--- config.mk ---
export PLATFORM = sky130hd
export DESIGN_NAME = mem_arbiter
export DESIGN_NICKNAME = d
export VERILOG_FILES = /design/src/rtl/mem_arb_pkg.sv /design/src/rtl/rr_pick2.sv /design/src/rtl/mem_arbiter.sv
export SDC_FILE = /design/constraint.sdc
export NUM_CORES = 1
export LEC_CHECK = 0
export CORE_MARGIN = 8
export CORE_UTILIZATION = 40
export DETAILED_ROUTE_END_ITERATION = 10
export DONT_BUFFER_PORTS = 1
export PLACE_DENSITY = 0.64
export SLEW_MARGIN = 20
export SYNTH_ARGS = -nofsm -noshare
export SYNTH_HDL_FRONTEND = slang
export SYNTH_SLANG_ARGS = --single-unit
--- constraint.sdc ---
create_clock -name clk -period 3 [get_ports clk]
set_input_delay 0.6 -clock clk [delete_from_list [all_inputs] [get_ports clk]]
set_output_delay 0.6 -clock clk [all_outputs]
set_load 0.01 [all_outputs]
--- src/rtl/mem_arb_pkg.sv ---
// mem_arb_pkg: shared state encoding and port ids for the memory arbiter
package mem_arb_pkg;
  typedef enum logic [1:0] {
    ST_IDLE   = 2'd0,
    ST_ACCESS = 2'd1,
    ST_RESP   = 2'd2
  } state_t;
  localparam logic PORT_CPU = 1'b0;
  localparam logic PORT_LDR = 1'b1;
endpackage

--- src/rtl/rr_pick2.sv ---
// rr_pick2: combinational 2-way round-robin picker with owner lock
// ports: req[1:0] requests, last = previous winner, lock = keep last winner if it still requests;
//        grant_valid = any request, grant_id = winning port
module rr_pick2
  import mem_arb_pkg::*;
(
  input  logic [1:0] req,
  input  logic       last,
  input  logic       lock,
  output logic       grant_valid,
  output logic       grant_id
);
  always_comb begin
    grant_valid = |req;
    grant_id    = (lock && req[last]) ? last :
                  (&req)              ? ~last :
                  req[PORT_LDR]       ? PORT_LDR : PORT_CPU;
  end
endmodule

--- src/rtl/mem_arbiter.sv ---
// mem_arbiter: shares one single-port synchronous memory between CPU (port 0) and loader (port 1)
// ports: clk, rst (async, active-high); rN_req/rN_rw/rN_addr/rN_wdata requests, rN_ack/rN_rdata responses;
//        mem_rw/mem_addr/mem_data to memory, mem_q from memory; busy = not idle, owner = current/last grantee
// optional: define MEM_ARB_LOCK_EN to add r0_lock/r1_lock, letting the owner keep the memory for a
//           second back-to-back access
module mem_arbiter
  import mem_arb_pkg::*;
#(
  parameter int ADDR_WIDTH = 16,
  parameter int DATA_WIDTH = 8
) (
  input  logic                  clk,
  input  logic                  rst,
`ifdef MEM_ARB_LOCK_EN
  input  logic                  r0_lock,
  input  logic                  r1_lock,
`endif
  input  logic                  r0_req,
  input  logic                  r0_rw,
  input  logic [ADDR_WIDTH-1:0] r0_addr,
  input  logic [DATA_WIDTH-1:0] r0_wdata,
  output logic                  r0_ack,
  output logic [DATA_WIDTH-1:0] r0_rdata,
  input  logic                  r1_req,
  input  logic                  r1_rw,
  input  logic [ADDR_WIDTH-1:0] r1_addr,
  input  logic [DATA_WIDTH-1:0] r1_wdata,
  output logic                  r1_ack,
  output logic [DATA_WIDTH-1:0] r1_rdata,
  output logic                  mem_rw,
  output logic [ADDR_WIDTH-1:0] mem_addr,
  output logic [DATA_WIDTH-1:0] mem_data,
  input  logic [DATA_WIDTH-1:0] mem_q,
  output logic                  busy,
  output logic                  owner
);
  state_t state, state_nx;
  logic   grant_valid, grant_id, lock;
  logic   grant;

  rr_pick2 u_pick (
    .req        ({r1_req, r0_req}),
    .last       (owner),
    .lock       (lock),
    .grant_valid(grant_valid),
    .grant_id   (grant_id)
  );

  assign grant = (state == ST_IDLE) && grant_valid;

`ifdef MEM_ARB_LOCK_EN
  logic lock_q;
  // lock is sampled from the owner during RESP and consumed by the following grant
  always_ff @(posedge clk or posedge rst)
    if (rst)                   lock_q <= 1'b0;
    else if (state == ST_RESP) lock_q <= owner ? r1_lock : r0_lock;
    else if (grant)            lock_q <= 1'b0;
  assign lock = lock_q;
`else
  assign lock = 1'b0;
`endif

  always_ff @(posedge clk or posedge rst)
    if (rst) state <= ST_IDLE;
    else     state <= state_nx;

  always_comb begin
    state_nx = (state == ST_IDLE)   ? (grant_valid ? ST_ACCESS : ST_IDLE) :
               (state == ST_ACCESS) ? ST_RESP : ST_IDLE;
    busy     = state != ST_IDLE;
    r0_ack   = (state == ST_RESP) && (owner == PORT_CPU);
    r1_ack   = (state == ST_RESP) && (owner == PORT_LDR);
    r0_rdata = mem_q;
    r1_rdata = mem_q;
  end

  // mem_rw is only ever high for the single ACCESS cycle, so each transaction writes at most once
  always_ff @(posedge clk or posedge rst)
    if (rst) begin
      mem_rw   <= 1'b0;
      mem_addr <= '0;
      mem_data <= '0;
      owner    <= PORT_LDR;
    end else if (grant) begin
      owner    <= grant_id;
      mem_rw   <= grant_id ? r1_rw    : r0_rw;
      mem_addr <= grant_id ? r1_addr  : r0_addr;
      mem_data <= grant_id ? r1_wdata : r0_wdata;
    end else begin
      mem_rw   <= 1'b0;
    end
endmodule

Yosys cells after proc, flatten, opt, wreduce, memory -nomap -nowiden. Cells that the tools add are included.

Register bits: 28. Input port bits: 62. Output and inout bits: 45.

Equality and inequality tests: 2. Mux-type cells: 9. Bitwise gates (word level): 1. Reductions and logical operators: 7.

Operators with widths (number): 16-bit two-way mux (1); 8-bit two-way mux (1); 1-bit two-way mux (5); 2-bit two-way mux (2); 1-bit logical AND (3); 2-bit by 1-bit equality test with 1-bit output, second input constant (1); 2-bit equality test, second input constant (1); 2-bit zero test (1); 2-bit AND reduction (1); 2-bit nonzero test (1); 2-bit OR reduction (1); 1-bit inverter (1).

Logic depth before layout (Yosys ltp).
Word-level depth: 4. Mapped depth: 5. Mapped depth without buffers: 3.

Modules after synthesis. From an unflattened synthesis, not the netlist that was laid out.

Cells, all modules: 111. Area total of the unflattened synthesis: 1685.4 um2.

Modules (own cells, without submodules): mem_arbiter (times used 1, cells each 108, area an instance 1662.8 um2); rr_pick2 (times used 1, cells each 3, area an instance 22.5 um2).

Worst setup path before layout. OpenSTA, ideal clock, no wires.

Path kind: input port to flip-flop. From: input r1_req. To: register mem_data[2]. Setup time: 0.125 ns. Data arrival time: 1.594 ns. Data required time: 2.875 ns. Slack: 1.281 ns. Cell stages on the path: 5. Path buffers: 2. Cells stage by stage: a21bo_1 buf_6 buf_12 mux2_4 mux2_4.

Longest elaborated chain between the ends: 3. Elaborated cells between the ends (all ways): 6. Those cells by class: mux: 3; reduce/logical: 3.

Ends and longest elaborated chain: from (decl) (RTL line mem_arbiter.sv:24) `input logic r1_req,`; 1-bit two-way mux or 2-bit AND reduction (tied branches) (RTL line rr_pick2.sv:17, rr_pick2.sv:16); 1-bit two-way mux (RTL line rr_pick2.sv:16) `(&req) ? ~last :`; 8-bit two-way mux (RTL line mem_arbiter.sv:88) `mem_data <= grant_id ? r1_wdata : r0_wdata;`; to (signal assigned) (RTL line mem_arbiter.sv:88); to (decl) (RTL line mem_arbiter.sv:32) `output logic [DATA_WIDTH-1:0] mem_data,`.

Several ways; a longest one is shown, not always the timed one. A chain may end at the register's enable or synchronous reset.

Final worst setup path.
From: register state[1]. To: register mem_addr[15].

Longest elaborated chain between the ends: 2.

Ends and longest elaborated chain: from (decl) (RTL line mem_arbiter.sv:37) `state_t state, state_nx;`; from (signal assigned) (RTL line mem_arbiter.sv:65) `else state <= state_nx;`; 2-bit zero test (RTL line mem_arbiter.sv:49) `assign grant = (state == ST_IDLE) && grant_valid;`; 1-bit logical AND (RTL line mem_arbiter.sv:49); to (signal assigned) (RTL line mem_arbiter.sv:87) `mem_addr <= grant_id ? r1_addr : r0_addr;`; to (decl) (RTL line mem_arbiter.sv:31) `output logic [ADDR_WIDTH-1:0] mem_addr,`.

No other way between the ends.

==> flow_results.org <==
** Status
- The flow ran to the end, and the final reports show no timing, DRC or antenna violations.

** Route
- Via density :: 5.25
- Post-DRT Antenna Nets :: 0
- Sum of routed wire length over all layers :: between 3000 and 4000 um
- In the routed design, unresolved DRC markers number 0.
- Via Count :: 756
- For this run, the detailed router's first-pass iteration total came to 3.
- In the final routed layout, each cell accounts on average for about 23 um.
- Detailed Route Iter0 Violations :: 11

** Final layout
- After filler insertion, the fill cell instance count of the layout stands at between 300 and 400.
- The number of antenna diodes in the final layout is 0.
- Of the cells placed in the final design, the portion with a size suffix greater than 1 is 0.596.
- At the end of the flow, the number of nets in the layout was around 160.
- Layout-stage area growth over the synthesis result :: -4.57%
- Footprint of the flip-flops and latches :: between 700 and 800 um^2
- Multi-input logic area :: around 770 um^2

** Logic synthesis
- After synthesis, the share of cell area in mux cells is 0.410.
- #FFs+latches synth :: 28
- For this run, the register share of the synthesized area comes to 0.420.
- Count of synthesis-stage warnings from yosys :: 0
- Synthesis produced a netlist with a net count of 172.
- Simple-gate portion of the synthesized area :: 0.0345
- Leading cell type by number of instances after synthesis :: sky130_fd_sc_hd__mux2_4
- The commonest cells after synthesis are 36 x sky130_fd_sc_hd__mux2_4, 27 x sky130_fd_sc_hd__dfrtp_1, 16 x sky130_fd_sc_hd__buf_4.
- Xor-xnor portion of the synthesized cell area :: 0
- Of all flip-flops after synthesis, the portion carrying an async set or reset was 1.00.
- In the synthesized netlist, the number of instances is 110.
- By area, the combinational part of the netlist is dominated by multiplexers.
- Most used flip-flop cell after synthesis :: sky130_fd_sc_hd__dfrtp_1
- Fraction of post-synthesis cell area in the top cell type by area :: 0.404
- Yosys attributes the largest share of cell area to sky130_fd_sc_hd__dfrtp_1 40%, sky130_fd_sc_hd__mux2_4 32%, sky130_fd_sc_hd__mux2_2 8.1%.
- Synthesized area :: between 1500 and 2000 um^2
- The synthesized design spends more area on one cell type than any other, namely sky130_fd_sc_hd__dfrtp_1.
- Yosys mapped a number of flops with a built-in enable equal to 0.
- Synth Area in Compound Gates :: 0.0135
- After synthesis, the netlist uses 20 different library cells.
- Of the total synthesized cell area, the portion taken by full adders, half adders and majority gates is 0.
- Each instance of the synthesized netlist takes up on average between 15 and 20 um^2.

** Placement
- Post-Place Worst Slack :: approximately 1.1 ns
- The HPWL after detailed placement is about 2500 um.
- The count of buffers added on input and output ports is 0.
- Weighted congestion reported at the end of routability-driven placement :: roughly 0.75

** Min path
- Min-delay worst type :: in2async

** Timing
- The clock arrives with 0.00405 ns of skew.
- Highest clock frequency the design can meet :: ~530 MHz
- Final worst-path cycle share :: 0.635
- Shortest clock period the worst path allows after layout :: 1.90 ns
- Final hold analysis gives a worst-case slack of 0.267 ns.
- After layout, the worst setup slack is between 1 and 1.5 ns.
- For the pin with the worst max-slew slack, the measured transition is about 0.60 ns.
- Setup repair after global routing left no endpoint under its margin.
- Relative slew slack :: 0.597
- Setup violations remaining at the end of the flow were counted as 0.
- Count of final hold-check violations :: 0
- Summed over all failing endpoints, the final setup total negative slack is 0 ns.
- Final slew viol count :: 0

** Floorplanning
- From left edge to right edge, the die measures 80.6 um.
- The floorplan step set the die height to between 80 and 90 um.
- The total area inside the core boundary comes to about 4000 um^2.
- Number of placed I/O pins :: 107
- Die footprint :: between 6000 and 7000 um^2
- Placement row count :: 23
- For this configuration, the core starts out at a cell density of 0.418.

** Critical path
- The critical path is of the reg2reg type.
- Across all register-to-register paths, the minimum setup slack is ~1.1 ns.
- Along the worst path, the maximum fanout reaches 25.
- Arrival @ worst endpoint :: approximately 2 ns
- Largest incremental delay on the critical path :: between 0.5 and 0.6 ns
- Slowest CP cell :: sky130_fd_sc_hd__nor2_8
- Worst Path Required :: ~3.2 ns
- The worst setup path is launched from a flop.
- Cell-by-cell trace of the critical path :: or2_0, nor2_8, mux2_2
- Type of destination of the critical path :: flop

** Clock network
- Clock-pin slew was measured on the worst setup and hold paths at about 0.09 ns.
- Max H-tree Level :: 1
- Buffers added to address setup during post-CTS repair amount to 0.
- Counting the buffers created by CTS gives 3.
- No sink is reached through more buffers than the 2 on the longest clock path.
- Hold repair after CTS inserted 0 buffers.
- Clock tree synthesis selected as its root buffer the cell sky130_fd_sc_hd__clkbuf_8.
- After clock tree synthesis, the repair step resized 0 gates.
- Clock sink total :: 28
- Clock tree from TritonCTS :: yes
- For the worst-skew pair, the clock arrives at the later sink with an insertion delay of approximately 0.27 ns.

** Global routing
- For this run, global-route usage on met3 was measured as 0.0614.
- Number of global-route vias before repair :: a little over 900
- GRT Overall Usage :: 0.0982
- Met1 Use GR :: 0.117
- After global routing the overflow that remains totals 0.
- Entering global routing, the biggest net connects 29 pins.
- For this run, global-route usage on met2 was measured as 0.139.
- The first global-routing pass estimated 4970 um of wire.
- Number of antenna violations at the first check in global routing :: 0
- After global routing, the most crowded layer is met2.

** Run
- Across the run, the number of max-cap violations was 0.

** Pwr
- For this design the static power due to leakage is between 0.7 and 0.8 nW.
- Power per unit of standard cell area :: 1010 nW/um^2
- IR drop worst, VDD :: 0.748 mV
[area by class of cell]
class | instances | share of cell area
well taps | 50 | 0.0392
flip-flops and latches | 28 | 0.440
inverters | 1 | 0.00235
multi-input cells | 59 | 0.480
clock buffers | 4 | 0.0283
repair buffers | 2 | 0.00942
[cells in the final DEF (no fill, tap or decap), types with 2 or more instances in the layout]
cell type / count
sky130_fd_sc_hd__mux2_4: 36
sky130_fd_sc_hd__dfrtp_1: 27
sky130_fd_sc_hd__mux2_2: 12
sky130_fd_sc_hd__clkbuf_8: 3
sky130_fd_sc_hd__buf_4: 2
[worst paths after layout]
path,start,to,cells past startpoint
hold / removal,rst,mem_addr[1],1
hold reg to reg,state[1],state[1],1
setup / recovery,state[1],mem_addr[15],3
min in group clk,state[1],state[1],1
max in group asynchronous,rst,mem_addr[13],1
setup reg to reg,state[1],mem_addr[15],3
[critical path: cells and delay by family (launching register included)]
family / cells / cell delay (ns)
multiplexers: 1 / 0.39
AND/OR/NAND/NOR: 2 / 0.97
flip-flops: 1 / 0.41
[report_power, final]
group	total [W]	switching, W	internal (W)
Clock	0.000207	0.000112	0.0000951
Sequential	0.000813	0.000239	0.000574
Combinational	0.000596	0.000214	0.000382
[cell families (layout without fill, tap and decap cells)]
group | after synthesis | after routing
flops | 28 | 28
compound gates | 3 | 3
buf+inv | 23 | 7
simple gates | 7 | 7
mux | 49 | 49
[state kept, by name (all words and copies together) (netlist names)]
name	cells
mem_addr	16
mem_data	8
state	2
mem_rw	1
owner	1
[per-layer routing]
metal / part of all wire / up-vias / wire [um]
met2: 0.41 / 62 / 1360
met5: 0 / - / 0
met3: 0.17 / 8 / 576
met1: 0.40 / 351 / 1320
li1: - / 335 / -
met4: 0.011 / 0 / 37
[per-stage QoR]
stage / power (W) / utilization / area, um^2 / std cells
2_1_floorplan: 0.00138 / - / 1670 / 110
3_3_place_gp: 0.00140 / 0.387 / 1550 / 140
3_5_place_dp: 0.00143 / 0.387 / 1550 / 140
4_1_cts: 0.00165 / 0.398 / 1590 / 144
5_1_grt: 0.00172 / 0.398 / 1590 / 144
6_report: 0.00162 / 0.398 / 1590 / 144
Power figures use the tool's default switching activity.
